`config.mk`:
```
export PLATFORM = sky130hd
export DESIGN_NAME = adc_scan_uart_ctrl_flat
export DESIGN_NICKNAME = d
export VERILOG_FILES = /design/src/rtl/adc_scan_uart_ctrl_if.sv /design/src/rtl/adc_scan_uart_ctrl.sv /design/src/flat_wrapper.sv
export SDC_FILE = /design/constraint.sdc
export NUM_CORES = 1
export LEC_CHECK = 0
export BUFFER_PORTS_ARGS = -buffer_cell sky130_fd_sc_hd__buf_2
export CAP_MARGIN = 20
export CORE_AREA = 2 2 143 173
export DETAILED_ROUTE_END_ITERATION = 10
export DIE_AREA = 0 0 145 175
export HOLD_SLACK_MARGIN = 0.02
export PLACE_DENSITY = 0.87
export SYNTH_ARGS = -nofsm -noshare
export SYNTH_HDL_FRONTEND = slang
export SYNTH_SLANG_ARGS = --single-unit
```
`constraint.sdc`:
```
create_clock -name clk -period 3.5 [get_ports clk]
set_input_delay 0.525 -clock clk [delete_from_list [all_inputs] [get_ports clk]]
set_output_delay 0.525 -clock clk [all_outputs]
set_load 0.005 [all_outputs]
```
`src/rtl/adc_scan_uart_ctrl_if.sv`:
```
// -----------------------------------------------------------------------------
// adc_scan_uart_ctrl_if
// Handshake bundle between the scan controller and its two neighbours:
// the ADC driver (adc_adc128s022) and the byte UART transmitter (uart_byte_tx).
//   adc_start    : controller -> ADC, one-cycle conversion request
//   adc_addr     : controller -> ADC, channel, held from adc_start to adc_done
//   adc_done     : ADC -> controller, one-cycle pulse, adc_data valid
//   adc_data     : ADC -> controller, conversion result (DATA_W bits)
//   uart_en_send : controller -> UART, one-cycle byte start
//   uart_data    : controller -> UART, byte, held until uart_tx_done
//   uart_tx_done : UART -> controller, one-cycle end-of-byte pulse
// Modports: master = controller side, slave = ADC/UART side.
// -----------------------------------------------------------------------------
interface adc_scan_uart_ctrl_if #(
    parameter int DATA_W = 12
);
    logic              adc_start;
    logic [2:0]        adc_addr;
    logic              adc_done;
    logic [DATA_W-1:0] adc_data;
    logic              uart_en_send;
    logic [7:0]        uart_data;
    logic              uart_tx_done;

    modport master (
        output adc_start, adc_addr, uart_en_send, uart_data,
        input  adc_done, adc_data, uart_tx_done
    );

    modport slave (
        input  adc_start, adc_addr, uart_en_send, uart_data,
        output adc_done, adc_data, uart_tx_done
    );
endinterface

```
`src/rtl/adc_scan_uart_ctrl.sv`:
```
// -----------------------------------------------------------------------------
// adc_scan_uart_ctrl
// Scans a masked set of ADC channels on a programmable sample timer, tags each
// result with its channel, buffers {ch, data} in an internal first-word
// fall-through FIFO and sends every entry as a fixed-length byte frame:
//   byte0 = {4'hA, 1'b0, ch}, byte1 = data[DATA_W-1:8] (zero-extended),
//   byte2 = data[7:0], optional byte3 = byte0 ^ byte1 ^ byte2.
// Optional feature macro: CHECKSUM_EN (defined -> 4-byte frame with checksum,
// undefined -> 3-byte frame, no checksum logic).
// Ports:
//   clk, rst_n    : clock, asynchronous active-low reset
//   i_start_all   : level, enables periodic scanning
//   i_ch_mask     : channel include mask
//   i_sample_div  : clocks between scan starts (0 or 1 = every cycle)
//   bus           : ADC / UART handshakes (master modport)
//   o_busy        : scan active, FIFO non-empty or frame in flight
//   o_overflow    : sticky sample-dropped flag, cleared on start_all rise
// -----------------------------------------------------------------------------
module adc_scan_uart_ctrl #(
    parameter int NUM_CH     = 8,
    parameter int DATA_W     = 12,
    parameter int FIFO_DEPTH = 16,
    parameter int DIV_W      = 24
) (
    input  logic                       clk,
    input  logic                       rst_n,
    input  logic                       i_start_all,
    input  logic [NUM_CH-1:0]          i_ch_mask,
    input  logic [DIV_W-1:0]           i_sample_div,
    adc_scan_uart_ctrl_if.master       bus,
    output logic                       o_busy,
    output logic                       o_overflow
);

`ifdef CHECKSUM_EN
    localparam int FRAME_LEN = 4;
`else
    localparam int FRAME_LEN = 3;
`endif
    localparam int EW = 3 + DATA_W;
    localparam int AW = (FIFO_DEPTH > 1) ? $clog2(FIFO_DEPTH) : 1;
    localparam int CW = AW + 1;

    typedef enum logic [2:0] {A_IDLE, A_SEL, A_START, A_WAIT, A_PUSH} scan_st_t;
    typedef enum logic [1:0] {U_IDLE, U_LOAD, U_SEND, U_WAIT} uart_st_t;

    // Control state
    logic [DIV_W-1:0] r_timer;
    logic             r_start_d;
    scan_st_t         r_scan_st;
    logic [7:0]       r_mask;
    logic [2:0]       r_idx;
    logic [2:0]       r_adc_addr;
    logic             r_overflow;
    logic [AW-1:0]    r_wptr;
    logic [AW-1:0]    r_rptr;
    logic [CW-1:0]    r_count;
    uart_st_t         r_uart_st;
    logic [1:0]       r_b;

    // Datapath storage (no reset needed; always written before being read)
    logic [EW-1:0]    r_sample;
    logic [EW-1:0]    r_mem [FIFO_DEPTH];
    logic [EW-1:0]    r_frame;

    logic             w_tick;
    logic             w_last;
    scan_st_t         w_scan_nx;
    logic [2:0]       w_idx_nx;
    uart_st_t         w_uart_nx;
    logic [1:0]       w_b_nx;
    logic             w_full;
    logic             w_empty;
    logic             w_push;
    logic             w_drop;
    logic             w_pop;

    function automatic logic [7:0] frame_byte(input logic [EW-1:0] ent, input logic [1:0] b);
        logic [7:0] b0;
        logic [7:0] b1;
        logic [7:0] b2;
        b0 = {4'hA, 1'b0, ent[EW-1 -: 3]};
        b1 = 8'(ent[DATA_W-1:0] >> 8);
        b2 = ent[7:0];
        case (b)
            2'd0:    frame_byte = b0;
            2'd1:    frame_byte = b1;
            2'd2:    frame_byte = b2;
`ifdef CHECKSUM_EN
            2'd3:    frame_byte = b0 ^ b1 ^ b2;
`endif
            default: frame_byte = 8'h00;
        endcase
    endfunction

    // Sample_div of 0 or 1 both mean "tick every cycle".
    assign w_tick = i_start_all &&
                    ((i_sample_div <= DIV_W'(1)) || (r_timer == i_sample_div - DIV_W'(1)));
    assign w_last = (r_idx == 3'(NUM_CH - 1));

    // FIFO flags use the pre-cycle count, so a push into a full FIFO is
    // dropped even if the UART side pops in the same cycle.
    assign w_full  = (r_count == CW'(FIFO_DEPTH));
    assign w_empty = (r_count == '0);
    assign w_push  = (r_scan_st == A_PUSH) && !w_full;
    assign w_drop  = (r_scan_st == A_PUSH) && w_full;
    assign w_pop   = (r_uart_st == U_LOAD);

    always_comb begin
        w_scan_nx = r_scan_st;
        w_idx_nx  = r_idx;
        case (r_scan_st)
            A_IDLE: begin
                if (w_tick && (|i_ch_mask)) begin
                    w_scan_nx = A_SEL;
                    w_idx_nx  = 3'd0;
                end
            end
            A_SEL: begin
                // Dropping start_all abandons the channels not yet started.
                if (!i_start_all) begin
                    w_scan_nx = A_IDLE;
                end else if (r_mask[r_idx]) begin
                    w_scan_nx = A_START;
                end else if (w_last) begin
                    w_scan_nx = A_IDLE;
                end else begin
                    w_idx_nx = r_idx + 3'd1;
                end
            end
            A_START: w_scan_nx = A_WAIT;
            A_WAIT: begin
                if (bus.adc_done) w_scan_nx = A_PUSH;
            end
            A_PUSH: begin
                if (w_last || !i_start_all) begin
                    w_scan_nx = A_IDLE;
                end else begin
                    w_scan_nx = A_SEL;
                    w_idx_nx  = r_idx + 3'd1;
                end
            end
            default: w_scan_nx = A_IDLE;
        endcase
    end

    always_comb begin
        w_uart_nx = r_uart_st;
        w_b_nx    = r_b;
        case (r_uart_st)
            U_IDLE: begin
                if (!w_empty) w_uart_nx = U_LOAD;
            end
            U_LOAD: begin
                w_uart_nx = U_SEND;
                w_b_nx    = 2'd0;
            end
            U_SEND: w_uart_nx = U_WAIT;
            U_WAIT: begin
                if (bus.uart_tx_done) begin
                    if (r_b == 2'(FRAME_LEN - 1)) begin
                        w_uart_nx = U_IDLE;
                    end else begin
                        w_uart_nx = U_SEND;
                        w_b_nx    = r_b + 2'd1;
                    end
                end
            end
            default: w_uart_nx = U_IDLE;
        endcase
    end

    always_ff @(posedge clk or negedge rst_n) begin
        if (!rst_n) begin
            r_timer    <= '0;
            r_start_d  <= 1'b0;
            r_scan_st  <= A_IDLE;
            r_mask     <= '0;
            r_idx      <= '0;
            r_adc_addr <= '0;
            r_overflow <= 1'b0;
            r_wptr     <= '0;
            r_rptr     <= '0;
            r_count    <= '0;
            r_uart_st  <= U_IDLE;
            r_b        <= '0;
        end else begin
            r_timer   <= (!i_start_all || w_tick) ? '0 : r_timer + DIV_W'(1);
            r_start_d <= i_start_all;
            r_scan_st <= w_scan_nx;
            r_idx     <= w_idx_nx;
            r_uart_st <= w_uart_nx;
            r_b       <= w_b_nx;

            if (r_scan_st == A_IDLE && w_scan_nx == A_SEL) r_mask <= 8'(i_ch_mask);
            // Address is held from the start pulse until the next start.
            if (r_scan_st == A_SEL && w_scan_nx == A_START) r_adc_addr <= r_idx;

            // A real drop outranks the clear on a simultaneous start_all rise.
            if (w_drop)                          r_overflow <= 1'b1;
            else if (i_start_all && !r_start_d)  r_overflow <= 1'b0;

            if (w_push) r_wptr <= r_wptr + AW'(1);
            if (w_pop)  r_rptr <= r_rptr + AW'(1);
            case ({w_push, w_pop})
                2'b10:   r_count <= r_count + CW'(1);
                2'b01:   r_count <= r_count - CW'(1);
                default: r_count <= r_count;
            endcase
        end
    end

    always_ff @(posedge clk) begin
        if (r_scan_st == A_WAIT && bus.adc_done) r_sample <= {r_idx, bus.adc_data};
        if (w_push) r_mem[r_wptr] <= r_sample;
        if (w_pop)  r_frame <= r_mem[r_rptr];
    end

    assign bus.adc_start    = (r_scan_st == A_START);
    assign bus.adc_addr     = r_adc_addr;
    assign bus.uart_en_send = (r_uart_st == U_SEND);
    // Gated by state so the byte bus reads 0 whenever no frame is in flight.
    assign bus.uart_data    = (r_uart_st == U_SEND || r_uart_st == U_WAIT) ?
                              frame_byte(r_frame, r_b) : 8'h00;
    assign o_busy     = (r_scan_st != A_IDLE) || !w_empty || (r_uart_st != U_IDLE);
    assign o_overflow = r_overflow;

endmodule

```
`src/flat_wrapper.sv`:
```
// flat-port wrapper written by rule: the top's interface ports become plain ports
module adc_scan_uart_ctrl_flat 
#(
    parameter int NUM_CH     = 8,
    parameter int DATA_W     = 12,
    parameter int FIFO_DEPTH = 16,
    parameter int DIV_W      = 24
)
  (clk, rst_n, i_start_all, i_ch_mask, i_sample_div, o_busy, o_overflow, bus_adc_start, bus_adc_addr, bus_uart_en_send, bus_uart_data, bus_adc_done, bus_adc_data, bus_uart_tx_done);
  adc_scan_uart_ctrl_if #(.DATA_W(DATA_W)) bus_i ();
  input  logic clk;
  input  logic rst_n;
  input  logic i_start_all;
  input  logic [NUM_CH-1:0] i_ch_mask;
  input  logic [DIV_W-1:0] i_sample_div;
  output logic o_busy;
  output logic o_overflow;
  output wire logic [$bits(bus_i.adc_start)-1:0] bus_adc_start;
  output wire logic [$bits(bus_i.adc_addr)-1:0] bus_adc_addr;
  output wire logic [$bits(bus_i.uart_en_send)-1:0] bus_uart_en_send;
  output wire logic [$bits(bus_i.uart_data)-1:0] bus_uart_data;
  input wire logic [$bits(bus_i.adc_done)-1:0] bus_adc_done;
  input wire logic [$bits(bus_i.adc_data)-1:0] bus_adc_data;
  input wire logic [$bits(bus_i.uart_tx_done)-1:0] bus_uart_tx_done;
  assign bus_adc_start = bus_i.adc_start;
  assign bus_adc_addr = bus_i.adc_addr;
  assign bus_uart_en_send = bus_i.uart_en_send;
  assign bus_uart_data = bus_i.uart_data;
  assign bus_i.adc_done = bus_adc_done;
  assign bus_i.adc_data = bus_adc_data;
  assign bus_i.uart_tx_done = bus_uart_tx_done;
  adc_scan_uart_ctrl #(.NUM_CH(NUM_CH), .DATA_W(DATA_W), .FIFO_DEPTH(FIFO_DEPTH), .DIV_W(DIV_W)) u_core (.clk(clk), .rst_n(rst_n), .i_start_all(i_start_all), .i_ch_mask(i_ch_mask), .i_sample_div(i_sample_div), .bus(bus_i), .o_busy(o_busy), .o_overflow(o_overflow));
endmodule
```
# Word-level counts from Yosys, hierarchy flattened
# Memories as Yosys holds them, arrays and structs flattened. A register that Yosys moved wholly into a read port is not among the register bits.
# Index checks and enable logic that the tools add are counted.
# word_totals
reg_bits,75
latchBits,0
ramBits,240
mem_bits_ro,0
inputBits,49
output_inout_bits,15
wordCells,110
memories,1
# op_classes
addsub,8
n_mul,0
div,0
n_lt_le_gt_ge,2
n_eq_ne,24
shift,0
muxes,30
n_bitwise,0
n_reduce_logical,32
# memory_table
name,depth,width,read_ports,rd_clocked_by_memory_dff,write_ports,line_no,source
u_core.r_mem,16,15,1,1,1,adc_scan_uart_ctrl.sv:63,logic [EW-1:0] r_mem [FIFO_DEPTH];
# ops
cell,count
two-way mux 3 bit,10
"adder 24 x 1 -> 24 bit, second input constant",1
equality test 24 bit,1
"less-or-equal comparator 24 x 1 -> 1 bit, second input constant",1
two-way mux 24 bit,1
one-hot mux 8 bit (3 select lines),1
"subtractor 24 x 1 -> 24 bit, second input constant",1
one-hot mux 3 bit (5 select lines),1
"!= test 2 bit, second input constant",7
two-way mux 2 bit,5
one-hot mux 5 bit (2 select lines),1
"equality test 3 x 2 -> 1 bit, second input constant",3
one-hot mux 3 bit (3 select lines),1
"adder 4 x 1 -> 4 bit, second input constant",2
"equality test 2 bit, second input constant",4
logical AND 1 bit,8
two-way mux 8 bit,1
one-hot mux 2 bit (4 select lines),1
nonzero test 2 bit,4
OR reduction 8 bit,1
"equality test 2 x 1 -> 1 bit, second input constant",3
"equality test 3 x 1 -> 1 bit, second input constant",2
"equality test 3 bit, second input constant",2
logical OR 1 bit,6
18 further kinds,28

# Longest topological paths before layout
# logic_depth
ltp_word,9
depth_mapped,14
ltp_nobuf,13

# Worst setup path after synthesis
# OpenSTA, ideal clock, no wires.
# synth_path
path_type,input -> register
start,input i_sample_div[1]
end,register u_core.r_mask[0]
setup_time_ns,0.125
arrival_ns,3.470
t_required_ns,3.375
slack_ns,-0.095
cell_stages,11
path_buffers,1
cell_sequence,inv_1 > ha_1 > or3b_1 > buf_2 > or4_1 > nor4_1 > nor3_1 > a2111oi_0 > nand4_1 > a211oi_4 > mux2_2
# synth_between
elab_chain_cells,9
elab_cells_between_ends,10
classes_between,add/sub: 1; order compare: 1; eq/ne: 2; mux: 2; reduce/logical: 4
# synth_lines
element,line_no,source
from (decl),flat_wrapper.sv:15,input logic [DIV_W-1:0] i_sample_div;
subtractor 24 x 1 -> 24 bit,adc_scan_uart_ctrl.sv:98,((i_sample_div <= DIV_W'(1)) || (r_timer == i_sample_div - DIV_W'(1)));
equality test 24 bit,adc_scan_uart_ctrl.sv:98,
logical OR 1 bit *,adc_scan_uart_ctrl.sv:98,
logical AND 1 bit *,adc_scan_uart_ctrl.sv:97,assign w_tick = i_start_all &&
logical AND 1 bit *,adc_scan_uart_ctrl.sv:114,if (w_tick && (|i_ch_mask)) begin
two-way mux 3 bit *,adc_scan_uart_ctrl.sv:114,
one-hot mux 3 bit (5 select lines) *,adc_scan_uart_ctrl.sv:112,case (r_scan_st)
equality test 3 x 1 -> 1 bit *,adc_scan_uart_ctrl.sv:195,if (r_scan_st == A_IDLE && w_scan_nx == A_SEL) r_mask <= 8'(i_ch_mask);
logical AND 1 bit *,adc_scan_uart_ctrl.sv:195,
to (signal assigned),adc_scan_uart_ctrl.sv:195,
to (decl),adc_scan_uart_ctrl.sv:51,logic [7:0] r_mask;
# Mark *: on every way between the ends. The rest lies on a longest branch, timed or not.
# A chain may end at the register's enable or synchronous reset.

# Worst setup path in the final report
# layout_path
start,input i_sample_div[1]
end,register u_core.r_mask[4]
# Same word-level chain as after synthesis.

==> implementation parameters <==
Parameter                              Value

Yosys
  Predominant post-synthesis flop cell    edfxtp_1
  Synthesized net count    903
  Library cells used by synthesis    57
  Ranking of synthesized cells by area    edfxtp_1, mux4_2, dfrtp_1, xnor2_1, xor2_1
  Number of enable-type register cells in the synthesized netlist    270
  Syn Inst Count    roughly 840
  Sequential cell area fraction in the yosys report    68.38%
  Fraction of synthesis flops using an asynchronous set or reset pin    18.18%
  Avg Cell Area, Syn    ~17 um2
  Cell type with the largest total area after synthesis    edfxtp_1
  Synthesized cell area    14050 um2
  Share of the synthesized area in the top cell type    57.69%
  Yosys warns    0
  Synthesized flop and latch total    330

Global routing
  Total track usage    between 20% and 30%
  Antenna violations before repair    1
  Overflow left after global routing    0
  Number of global-route vias before repair    8321
  Wire length of the first global-routing pass    ~50000 um
  Largest net degree at the start of global routing    35

Layout
  Synth-to-Final Area Change    15.14%
  Most common cell after layout, fill and taps aside    edfxtp_1
  Finished Core Util    between 60% and 70%
  Net count, final    1014
  Layout cell share with drive strength beyond 1    27.63%
  N_diodes    0
  Leading cell types in the layout, fill and taps excluded    edfxtp_1, mux4_2, nor2_1, buf_2, dfrtp_1
  Final std cells w/o fill    1290

Routing
  DRT iter0 DRCs    about 830
  Via-per-instance ratio    6.302
  DRC Markers    0
  Vias post-DR    8130
  Post-route ant nets    0
  Mean routed wirelength per cell    25.47 um
  Length of the first detailed-routing pass in iterations    5
  Detailed-route wire length    32850 um

Timing
  Setup_tns    0 ps
  Final setup skew    15.57 ps
  Shortest period the worst path allows    between 3000 and 4000 ps
  Post-route fraction of the period consumed by the critical path    88.92%
  Number of pins exceeding their max-slew limit in the final report    0
  Least-Margin Pin Slew    ~1000 ps
  Setup-violating endpoint count in the final report    0
  Slew Limit Headroom    a little under a third
  Upper clock frequency limit    321.3 MHz
  Final hold violation count    0
  RSZ-0062 raised after global routing    no

CTS
  Buffers inserted by post-CTS timing repair    0
  Root buffer selected by CTS    clkbuf_16
  Clock input transition at the sequential cells of the worst setup and hold paths    60 ps
  Post-CTS sizing    0
  Maximum clock path buffer count    3
  TritonCTS buffer count    31
  Clock insertion delay at the later pin of the skew report    550 ps
  Hold bufs inserted after CTS    0
  Clock sinks    330
  Max H-tree Level    1
  TritonCTS clock tree    yes

Die
  FP Rows    62
  Core Footprint    23660 um2
  Die outline area    around 25000 um2
  Initial Utilization    approximately three fifths
  Number of top-level design ports    64
  Vert. Die Dim    175 um
  Die X-Extent    between 100 and 150 um

Worst setup path
  Critical path class    input pin to flop
  Worst R2R Path Depth    7
  Reg2Reg Launch Point    u_core.r_scan_st[0]
  CP Data Required Time    3930 ps
  Kind of start point of the critical path    input pin
  Worst Setup End Kind    flop
  Crit path DAT    around 3500 ps
  Crit-path max FO    9
  End of the worst register-to-register path    u_core.r_mem[1][9]
  Register-to-register setup slack    roughly 430 ps
  CP startpoint    i_sample_div[1]

Placement
  Total of buffers placed on input and output ports    63
  Final Wtd Congestion    0.8666
  Post-detailed-placement half-perimeter wirelength    19660 um
  Count of placed standard cells including taps    approximately 1200

Power and ir drop
  Power density over the cells    674.1 nW/um2
  Highest ir drop seen on vdd    around 0.43 mV
  LEAKAGE    between 5 and 6 nW
  Tot Pwr    10.91 mW

Hold path
  Worst hold-check path type    input pin to asynchronous set/reset pin

Status
  Status    completed

Job
  Max-cap check violation count    0
[cell families (layout without fill, tap and decap cells)]
group	after synthesis	count (layout)	synth area share, %
AND/OR/NAND/NOR	213	213	7.719
XOR/XNOR	59	59	3.677
multiplexers	93	93	13.60
AO/OA/AOI/OAI	67	67	3.392
flip-flops	330	330	68.38
adder cells (fa/ha/maj)	19	19	1.745
buffers and inverters	54	189	1.496
[routing by layer]
metal | GRT usage, % | wire length, um | vias to the layer above
li1 | - | - | 3481
met1 | 32.70 | 11930 | 4103
met2 | 46.65 | 17200 | 454
met3 | 4.099 | 2448 | 90
met4 | 10.97 | 1258 | 2
met5 | 0 | 13 | -
[cell type report]
| cell class | instances | area (um2) |
|---|---|---|
| Timing Repair Buffer | 116 | 750.7 |
| Clock buffer | 42 | 847.1 |
| Fill cell | 1495 | 7480 |
| Multi-Input combinational cell | 451 | 4245 |
| Sequential cell | 330 | 9614 |
| Inverter | 16 | 60.06 |
| Clock inverter | 15 | 262.8 |
| Tap cell | 320 | 400.4 |
[worst max path at each step]
stage,endpoint,slack [ps]
after floorplan,u_core.r_mask[0],20
after global placement,u_core.r_mask[5],-90
after detailed placement,u_core.r_mask[0],-170
after CTS,u_core.r_mask[4],390
after global routing,u_core.r_mask[4],140
final,u_core.r_mask[4],390
[where the power goes]
part	leakage [nW]	internal [mW]	switching, mW	total, mW
registers	3.22	4.47	0.406	4.88
logic	2.00	1.31	1.10	2.41
clock network	0.543	2.21	1.41	3.62
[stage by stage]
step                      area [um2]  hold slack (ps)  setup WS, ps
after floorplan                14060            229.4         15.33
after global placement         15070            454.1        -91.23
after detailed placement       15070            481.9        -167.1
after CTS                      16180            78.02         388.0
after global routing           16180            113.1         137.9
final                          16180            60.38         387.8
[sequential cells by signal, indices dropped and copies added, names as in the netlist, 4 cells and up]
register         count
u_core.r_rptr        4
u_core.r_mask        8
u_core.r_wptr        4
u_core.r_sample     15
u_core.r_count       5
u_core.r_mem       240
u_core.r_timer      24
u_core.r_frame      15
[synthesized netlist by cell type (all sizes together) (6+ instances only)]
cell and n:
nand4 11, nor2 65, xor2 29, edfxtp 270, nor4 10, or4 7
inv 16, or3 6, and2 16, a21oi 13, mux4 77, nand3 18
ha 18, buf 12, mux2 13, clkbuf 26, nor3 12, and3 10
dfrtp 60, xnor2 30, nand2 36, o21ai 15
[worst max-delay path, stage by stage]
cell and delay (ps):
buf_2 100, inv_1 70, ha_2 170, or3b_1 420, or4_4 520, nor4b_2 260
nor3_1 90, a2111oi_0 300, nand4_1 240, a211oi_4 340, buf_12 160, mux2_2 330
Note: power is estimated with default switching activity, not from simulation.
